===== config.mk =====
export PLATFORM = sky130hd
export DESIGN_NAME = exe_md_stage
export DESIGN_NICKNAME = d
export VERILOG_FILES = /design/src/rtl/exe_md_stage.sv
export SDC_FILE = /design/constraint.sdc
export NUM_CORES = 2
export LEC_CHECK = 0
export CORE_UTILIZATION = 55
export DETAILED_ROUTE_END_ITERATION = 10
export PLACE_DENSITY_LB_ADDON = 0.3
export SYNTH_ARGS = -nofsm -noshare
export SYNTH_HDL_FRONTEND = slang
export SYNTH_SLANG_ARGS = --single-unit

===== constraint.sdc =====
create_clock -name clk -period 19.6 [get_ports clk]
set_input_delay 3.92 -clock clk [delete_from_list [all_inputs] [get_ports clk]]
set_output_delay 3.92 -clock clk [all_outputs]
set_load 0.005 [all_outputs]

===== src/rtl/exe_md_stage.sv =====
// Execute stage: combinational ALU plus an iterative multiply/divide unit that owns HI/LO.
// Macro EXE_DIV_SKIP_EN: trivial divides (zero divisor or |dividend| < |divisor|) finish after one DIV cycle.
// Bit orders: id_aluop_in[0]=add .. [11]=lui; id_md_op_in={mult,multu,div,divu,mthi,mtlo}; id_rd_hilo_in={mfhi,mflo}.
module exe_md_stage #(
  parameter int unsigned DATA_W  = 32,
  parameter int unsigned MUL_LAT = 2
) (
  input  logic              clk,
  input  logic              rst_n,
  input  logic              id_valid_in,
  output logic              exe_allowin_out,
  input  logic              mem_allowin_in,
  output logic              exe_valid_out,
  input  logic              flush_in,
  input  logic [11:0]       id_aluop_in,
  input  logic [DATA_W-1:0] id_src0_in,
  input  logic [DATA_W-1:0] id_src1_in,
  input  logic [5:0]        id_md_op_in,
  input  logic [1:0]        id_rd_hilo_in,
  input  logic [4:0]        id_regnum_in,
  output logic [DATA_W-1:0] exe_res_out,
  output logic [4:0]        exe_regnum_out,
  output logic [DATA_W-1:0] exe_hi_out,
  output logic [DATA_W-1:0] exe_lo_out,
  output logic              exe_busy_out
);

  localparam int unsigned MD_MULT  = 5;
  localparam int unsigned MD_MULTU = 4;
  localparam int unsigned MD_DIV   = 3;
  localparam int unsigned MD_DIVU  = 2;
  localparam int unsigned MD_MTHI  = 1;
  localparam int unsigned MD_MTLO  = 0;
  localparam int unsigned MSB      = DATA_W - 1;
  localparam int unsigned SH_W     = $clog2(DATA_W);
  localparam int unsigned CNT_W    = $clog2(DATA_W + 1);
  localparam int unsigned PW       = 2 * DATA_W;
  localparam logic [CNT_W-1:0] MUL_LAST = CNT_W'(MUL_LAT - 1);
  localparam logic [CNT_W-1:0] DIV_LAST = CNT_W'(DATA_W - 1);

  typedef enum logic [1:0] {
    S_IDLE = 2'd0,
    S_MUL  = 2'd1,
    S_DIV  = 2'd2,
    S_DONE = 2'd3
  } state_e;

  state_e            state_q, state_d;
  logic [CNT_W-1:0]  cnt_q, cnt_d;
  logic              valid_q;
  logic [11:0]       aluop_q;
  logic [DATA_W-1:0] src0_q, src1_q;
  logic [5:0]        md_op_q;
  logic [1:0]        rd_hilo_q;
  logic [4:0]        regnum_q;
  logic [DATA_W-1:0] hi_q, lo_q;
  logic [DATA_W-1:0] rem_q, quo_q, dvs_q;

  logic ready, capture, leave, cap_mul, cap_div;
  logic mul_fin, div_last, div_wr, skip;

  // Handshake
  assign ready           = (state_q == S_IDLE) || (state_q == S_DONE);
  assign exe_allowin_out = !valid_q || (ready && mem_allowin_in);
  assign exe_valid_out   = valid_q && ready && !flush_in;
  assign exe_busy_out    = (state_q == S_MUL) || (state_q == S_DIV);
  assign capture         = exe_allowin_out && id_valid_in && !flush_in;
  assign leave           = valid_q && ready && mem_allowin_in && !flush_in;
  assign cap_mul         = capture && (id_md_op_in[MD_MULT] || id_md_op_in[MD_MULTU]);
  assign cap_div         = capture && (id_md_op_in[MD_DIV] || id_md_op_in[MD_DIVU]);

`ifdef EXE_DIV_SKIP_EN
  // On the first DIV cycle quo_q still holds |dividend| and rem_q is zero.
  assign skip = (cnt_q == '0) && ((dvs_q == '0) || (quo_q < dvs_q));
`else
  assign skip = 1'b0;
`endif

  assign mul_fin  = (state_q == S_MUL) && (cnt_q == MUL_LAST) && !flush_in;
  assign div_last = (state_q == S_DIV) && ((cnt_q == DIV_LAST) || skip);
  assign div_wr   = div_last && !flush_in;

  always_comb begin
    state_d = state_q;
    case (state_q)
      S_IDLE: begin
        if (cap_mul)      state_d = S_MUL;
        else if (cap_div) state_d = S_DIV;
      end
      S_MUL: if (cnt_q == MUL_LAST) state_d = S_DONE;
      S_DIV: if (div_last)          state_d = S_DONE;
      S_DONE: begin
        if (mem_allowin_in) begin
          if (cap_mul)      state_d = S_MUL;
          else if (cap_div) state_d = S_DIV;
          else              state_d = S_IDLE;
        end
      end
      default: state_d = S_IDLE;
    endcase
    if (flush_in) state_d = S_IDLE;
  end

  always_comb begin
    cnt_d = '0;
    if (exe_busy_out && (state_d == state_q)) cnt_d = cnt_q + 1'b1;
  end

  always_ff @(posedge clk) begin
    if (!rst_n) begin
      state_q <= S_IDLE;
      cnt_q   <= '0;
    end else begin
      state_q <= state_d;
      cnt_q   <= cnt_d;
    end
  end

  // Stage registers
  always_ff @(posedge clk) begin
    if (!rst_n) begin
      valid_q   <= 1'b0;
      aluop_q   <= '0;
      src0_q    <= '0;
      src1_q    <= '0;
      md_op_q   <= '0;
      rd_hilo_q <= '0;
      regnum_q  <= '0;
    end else begin
      if (flush_in)             valid_q <= 1'b0;
      else if (exe_allowin_out) valid_q <= id_valid_in;
      if (exe_allowin_out && id_valid_in) begin
        aluop_q   <= id_aluop_in;
        src0_q    <= id_src0_in;
        src1_q    <= id_src1_in;
        md_op_q   <= id_md_op_in;
        rd_hilo_q <= id_rd_hilo_in;
        regnum_q  <= id_regnum_in;
      end
    end
  end

  // ALU
  logic [SH_W-1:0]   shamt;
  logic [DATA_W-1:0] sra_res, alu_res;
  logic              slt_s, slt_u;

  assign shamt   = src0_q[SH_W-1:0];
  assign sra_res = $signed(src1_q) >>> shamt;
  assign slt_s   = $signed(src0_q) < $signed(src1_q);
  assign slt_u   = src0_q < src1_q;

  assign alu_res = ({DATA_W{aluop_q[0]}}  & (src0_q + src1_q))
                 | ({DATA_W{aluop_q[1]}}  & (src0_q - src1_q))
                 | ({DATA_W{aluop_q[2]}}  & {{(DATA_W-1){1'b0}}, slt_s})
                 | ({DATA_W{aluop_q[3]}}  & {{(DATA_W-1){1'b0}}, slt_u})
                 | ({DATA_W{aluop_q[4]}}  & (src0_q & src1_q))
                 | ({DATA_W{aluop_q[5]}}  & ~(src0_q | src1_q))
                 | ({DATA_W{aluop_q[6]}}  & (src0_q | src1_q))
                 | ({DATA_W{aluop_q[7]}}  & (src0_q ^ src1_q))
                 | ({DATA_W{aluop_q[8]}}  & (src1_q << shamt))
                 | ({DATA_W{aluop_q[9]}}  & (src1_q >> shamt))
                 | ({DATA_W{aluop_q[10]}} & sra_res)
                 | ({DATA_W{aluop_q[11]}} & (src1_q << (DATA_W / 2)));

  assign exe_res_out    = rd_hilo_q[1] ? hi_q : (rd_hilo_q[0] ? lo_q : alu_res);
  assign exe_regnum_out = regnum_q;
  assign exe_hi_out     = hi_q;
  assign exe_lo_out     = lo_q;

  // Multiplier: product is formed from the held operands; MUL_LAT only paces the write.
  logic          mul_sgn;
  logic [PW-1:0] mul_a, mul_b, prod;

  assign mul_sgn = md_op_q[MD_MULT] && !md_op_q[MD_MULTU];
  assign mul_a   = {{DATA_W{mul_sgn & src0_q[MSB]}}, src0_q};
  assign mul_b   = {{DATA_W{mul_sgn & src1_q[MSB]}}, src1_q};
  assign prod    = mul_a * mul_b;

  // Restoring divider on magnitudes; sign fix-up applied when the result is written.
  logic              div_sgn, q_neg, r_neg, dvd_neg_in, dvs_neg_in;
  logic [DATA_W:0]   div_sh, div_diff;
  logic [DATA_W-1:0] rem_nx, quo_nx, div_hi, div_lo;

  assign dvd_neg_in = id_md_op_in[MD_DIV] && id_src0_in[MSB];
  assign dvs_neg_in = id_md_op_in[MD_DIV] && id_src1_in[MSB];
  assign div_sh     = {rem_q, quo_q[MSB]};
  assign div_diff   = div_sh - {1'b0, dvs_q};
  assign rem_nx     = div_diff[DATA_W] ? div_sh[DATA_W-1:0] : div_diff[DATA_W-1:0];
  assign quo_nx     = {quo_q[DATA_W-2:0], ~div_diff[DATA_W]};

  assign div_sgn = md_op_q[MD_DIV] && !md_op_q[MD_DIVU];
  assign q_neg   = div_sgn && (src0_q[MSB] ^ src1_q[MSB]);
  assign r_neg   = div_sgn && src0_q[MSB];

  always_comb begin
    div_lo = q_neg ? (~quo_nx + 1'b1) : quo_nx;
    div_hi = r_neg ? (~rem_nx + 1'b1) : rem_nx;
    if (src1_q == '0) begin
      div_lo = '1;
      div_hi = src0_q;
    end else if (skip) begin
      div_lo = '0;
      div_hi = src0_q;
    end
  end

  always_ff @(posedge clk) begin
    if (!rst_n) begin
      rem_q <= '0;
      quo_q <= '0;
      dvs_q <= '0;
    end else if (cap_div) begin
      rem_q <= '0;
      quo_q <= dvd_neg_in ? (~id_src0_in + 1'b1) : id_src0_in;
      dvs_q <= dvs_neg_in ? (~id_src1_in + 1'b1) : id_src1_in;
    end else if (state_q == S_DIV) begin
      rem_q <= rem_nx;
      quo_q <= quo_nx;
    end
  end

  // HI/LO: one write on MUL/DIV completion, or mthi/mtlo as the instruction leaves.
  always_ff @(posedge clk) begin
    if (!rst_n) begin
      hi_q <= '0;
      lo_q <= '0;
    end else if (mul_fin) begin
      hi_q <= prod[PW-1:DATA_W];
      lo_q <= prod[DATA_W-1:0];
    end else if (div_wr) begin
      hi_q <= div_hi;
      lo_q <= div_lo;
    end else if (leave) begin
      if (md_op_q[MD_MTHI]) hi_q <= src0_q;
      if (md_op_q[MD_MTLO]) lo_q <= src0_q;
    end
  end

endmodule


# After elaboration in Yosys (flattened, before gate mapping)
# Cells that the tools add are included.
[word_totals] ff_bits=258 input_bits=94 out_inout_bits=104 elab_cells=138
[classes] shifts=3 add_sub_neg=8 reduce_logical=40 magnitude_cmp=2 n_eq_ne=6 muxes=28 bitwise_logic=36 mul=1
[ops] op="32-bit two-way mux" count=19
[ops] op="32-bit bitwise OR" count=12
[ops] op="32-bit bitwise AND" count=11
[ops] op="32-bit NOT" count=5
[ops] op="32-bit by 1-bit adder with 32-bit output, second input constant" count=4
[ops] op="32-bit by 1-bit bitwise AND with 32-bit output" count=2
[ops] op="32-bit less-than comparator" count=2
[ops] op="33-bit by 33-bit multiplier with 64-bit output" count=1
[ops] op="33-bit by 32-bit subtractor with 33-bit output" count=1
[ops] op="32-bit adder" count=1
[ops] op="32-bit logical NOT" count=1
[ops] op="32-bit by 5-bit left shift with 32-bit output" count=1
[ops] op="32-bit by 5-bit right shift with 32-bit output" count=1
[ops] op="32-bit by 5-bit >>> shifter with 32-bit output" count=1
[ops] op="32-bit subtractor" count=1
[ops] op="32-bit bitwise XOR" count=1
[ops] op="1-bit logical AND" count=20
[ops] op="2-bit two-way mux" count=8
[ops] op="3-bit nonzero test" count=3
[ops] op="2-bit case mux with 4 select lines" count=1
[ops] op="6-bit by 1-bit adder with 6-bit output, second input constant" count=1
[ops] op="6-bit by 1-bit equality test with 1-bit output, second input constant" count=1
[ops] op="6-bit by 5-bit equality test with 1-bit output, second input constant" count=1
[ops] op="2-bit AND reduction" count=3
[ops] op="other kinds (11)" count=22

# Depth between registers and ports, before layout
[logic_depth] depth_word=15 mapped_depth=36 depth_no_buf=31

# Least setup slack after synthesis
# No wires, ideal clock.
[synth_timing] kind="register to register" from="reg src0_q[3]" to="reg hi_q[20], in the netlist exe_hi_out[20]" period_less_slack_ps=8919 slack_ps=10681 setup_ps=124 n_path_buf=7 arrival_time_ps=8795 t_required_ps=19476 path_stages_with_launch=32 path_cell_list="dfxtp_1 clkbuf_1 buf_1 buf_1 clkbuf_1 clkbuf_1 buf_1 nand2_1 fa_1 fa_1 inv_1 fa_1 fa_1 inv_1 fa_1 fa_1 fa_1 inv_1 fa_1 ha_1 clkbuf_1 nand3_1 or4_1 nor3_1 o21bai_1 a21boi_1 o31a_1 o221ai_1 or4_1 and3_1 o21ai_0 a21oi_1"
[synth_via] elab_chain_len=2
[synth_rtl] element="start, declared" line="52" rtl="logic [DATA_W-1:0] src0_q, src1_q;"
[synth_rtl] element="start signal, assigned" line="134" rtl="src0_q <= id_src0_in;"
[synth_rtl] element="33-bit by 33-bit multiplier with 64-bit output" line="178" rtl="assign prod = mul_a * mul_b;"
[synth_rtl] element="32-bit two-way mux" line="228" rtl="end else if (mul_fin) begin"
[synth_rtl] element="end signal, assigned" line="229" rtl="hi_q <= prod[PW-1:DATA_W];"
[synth_rtl] element="end signal, assigned" line="232" rtl="hi_q <= div_hi;"
[synth_rtl] element="end signal, assigned" line="235" rtl="if (md_op_q[MD_MTHI]) hi_q <= src0_q;"
[synth_rtl] element="end, declared" line="56" rtl="logic [DATA_W-1:0] hi_q, lo_q;"
# No other way between the ends.
# A chain may end at the register's enable or synchronous reset.

# Worst setup path in the final report
[layout_timing] from="reg src0_q[19]" to="reg hi_q[20], in the netlist exe_hi_out[20]"
# Same word-level chain as after synthesis.

==> reports/qor.yml <==
synthesis:
  synth_warnings: 0
  async_flop_share_pct: 0
  synth-edff-count: 0
  synth_top_area_cell: "fa_1"
  yosys-top-cells-area: "fa_1 36%, dfxtp_1 8.3%, inv_1 8.3%"
  synth_cells: 7730
  ys.flop_type: "dfxtp_1"
  synth_nets: 9302
  ys_ff_latch: 258
  syn-cell-area_sq_um: 61900
  syn-mean-instance-area_sq_um: 8.01
  seq_area_frac_synth_pct: 8.34
  synthDistinctLibCells: 93
  synth_top_area_share_pct: 36.5
layout:
  area_growth_pct: 7.05
  seqCellArea_sq_um: 5190
  fillCellCount: 10100
  layout_commonest_cell: "inv_1"
  final_cell_mix: "1372 x inv_1, 1198 x nand2_1, 1128 x fa_1, 643 x nor2_1, 455 x a21oi_1"
  drive_gt1_share_pct: 4.03
  nets: 9189
  layout.cells.non_filler: 9138
  multi_input_area_sq_um: 49600
global_routing:
  grt-ovfl-total: 0
  antenna_found_initial: 25
  grt_pass1_vias: 57500
  track_usage_pct: 47.1
  grt_pass1_wl_mm: 385
  grt_max_degree: 76
timing:
  finalCriticalPeriod_ns: 10.98
  finalCritPeriodShare_pct: 56.0
  rsz0062_at_grt: "no"
  holdWs_ns: 0.453
  fin_tns_setup_ns: 0
  fin_skew_ns: 0.0232
  maxSlewViolCount: 0
  finalSetupViolations: 0
  worst_pin_slew_ns: 1.48
  slew_headroom_pct: 0.941
  timing.fmax_ghz: 0.0911
  hold_viol: 0
power_and_ir_drop:
  power_density_nw_per_um2: 49.8
  switching_power_uw: 1710
  max-vdd-ir-drop_mv: 0.0738
  power_leakage_uw: 0.0297
  power_uw: 3300
  power_frac_seq_pct: 17.8
  switching_share_pct: 51.9
  p_int_uw: 1580
  power_frac_comb_pct: 61.4
  clockPowerShare_pct: 20.8
clocking:
  cts_tree: "built"
  ctsResizeCount: 0
  numCtsBuffers: 34
  cts_hold_buf: 0
  cts_sinks: 258
  clk_pin_slew_ns: 0.08
  clock_tree.root_cell: "clkbuf_16"
  postCtsSetupBuffers: 0
  htreeDepth: 2
  clockBufferDepth: 3
  clk_latency_ns: 0.57
floorplan:
  pin_count: 198
  dieArea_sq_um: 114000
  die_x_microns: 337
  num_rows: 122
  core_area_sq_um: 111000
  start_util_pct: 55.7
  die_h_microns: 337
outcome:
  status: "complete, but fails checks"
  violations: "max-capacitance violations"
critical_path:
  required_ns: 19.98
  crit_arrival_ns: 11.37
  worstPathMaxFanout: 30
  path_class: "register to register"
  crit_path_start_kind: "register"
  worstSetupEndpointType: "register"
routing:
  drt-pass1-iter-count: 9
  ant_nets: 0
  routed_via_density: 6.33
  wl_mm: 266
  drc: 0
  drtIter0Drc: 7015
  vias: 57900
  wire_per_inst_microns: 29.1
hold_path:
  min_path_type: "register to register"
job:
  maxCapViolCount: 1
placed_design:
  routabilityCongestion: 1.11
  dp.cells: 9069
  port_buffers: 197
  dp_hpwl_mm: 205
cells by family after synthesis:
kind of cell / Yosys count / share of synthesized area [%]
and+or+nand+nor: 2275 / 15.4
buffers and inverters: 1900 / 11.6
adders and majority gates: 1478 / 43.6
AOI/OAI and AO/OA: 1371 / 14.1
DFF: 258 / 8.34
xor gates and xnor gates: 252 / 3.58
muxes: 196 / 3.46
sequential cells by signal, summed over array words and instances (netlist names):
signal	count
dvs_q	32
exe_hi_out	32
exe_lo_out	32
quo_q	32
rem_q	32
src0_q	32
src1_q	32
aluop_q	12
cnt_q	6
md_op_q	6
exe_regnum_out	5
rd_hilo_q	2
state_q	2
valid_q	1
layout make-up:
type | instances | area share [%]
inverters | 1405 | 7.96
flip-flops and latches | 258 | 7.83
well taps | 1488 | 2.81
clock inverters | 15 | 0.291
clock buffers | 46 | 1.49
repair buffers | 346 | 4.66
multi-input cells | 5572 | 74.9
diodes | 8 | 0.0302
cells in the mapped netlist, types with 103 or more instances:
cell      instances
inv_1          1372
nand2_1        1200
fa_1           1128
nor2_1          644
a21oi_1         456
clkbuf_1        386
ha_1            350
o21ai_0         313
dfxtp_1         258
mux2i_1         170
xnor2_1         148
a211oi_1        118
xor2_1          103
worst max-delay path: stages (launching register included):
cell	delay (ns)
dfxtp_1	0.32
buf_4	0.47
clkinv_1	0.90
nor2_1	0.39
fa_1	0.45
inv_1	0.08
fa_1	0.38
inv_1	0.09
fa_1	0.46
fa_1	0.55
inv_1	0.05
fa_1	0.48
fa_1	0.47
fa_1	0.53
inv_1	0.05
fa_1	0.38
ha_1	0.42
nand2_1	0.11
or4_1	0.50
nor3_1	0.50
o21bai_1	0.31
a21boi_1	0.37
o31a_1	0.21
o221ai_1	0.27
or4_1	0.61
and3_1	0.20
o21ai_0	1.01
a21oi_1	0.17
stage by stage:
step | instance area [sq um] | util [%] | setup slack (ns)
3_3_place_gp | 65100 | 58.5 | 9.19
4_1_cts | 66200 | 59.6 | 8.90
6_report | 66300 | 59.6 | 8.62
5_1_grt | 66200 | 59.6 | 8.53
3_5_place_dp | 65100 | 58.5 | 9.34
2_1_floorplan | 61900 | - | 10.68
final timing paths:
path / slack, ns / from / to / depth (start not counted)
setup / recovery: 8.62 / src0_q[19]$_SDFFE_PN0P_ / exe_hi_out[20]$_SDFFE_PN0P_ / 27
hold / removal: 0.45 / exe_regnum_out[1]$_SDFFE_PN0P_ / exe_regnum_out[1]$_SDFFE_PN0P_ / 2
setup reg to reg: 8.62 / src0_q[19]$_SDFFE_PN0P_ / exe_hi_out[20]$_SDFFE_PN0P_ / 27
hold reg to reg: 0.45 / exe_regnum_out[1]$_SDFFE_PN0P_ / exe_regnum_out[1]$_SDFFE_PN0P_ / 2
metal layers:
layer  vias up  track usage, %  part of all wire, %
met5         -               0                0.061
met1     28600            59.5                   37
li1      24200               -                    -
met4        22            34.6                  9.2
met3      1069            11.8                   12
met2      3960            69.9                   42
power by group through the flow:
stage	clock network [uW]	registers, uW	logic [uW]
2_1_floorplan	0	577	1190
3_3_place_gp	0	594	1920
3_5_place_dp	0	596	1930
4_1_cts	682	584	1950
5_1_grt	704	588	2140
6_report	686	586	2020
Power figures use the tool's default switching activity.
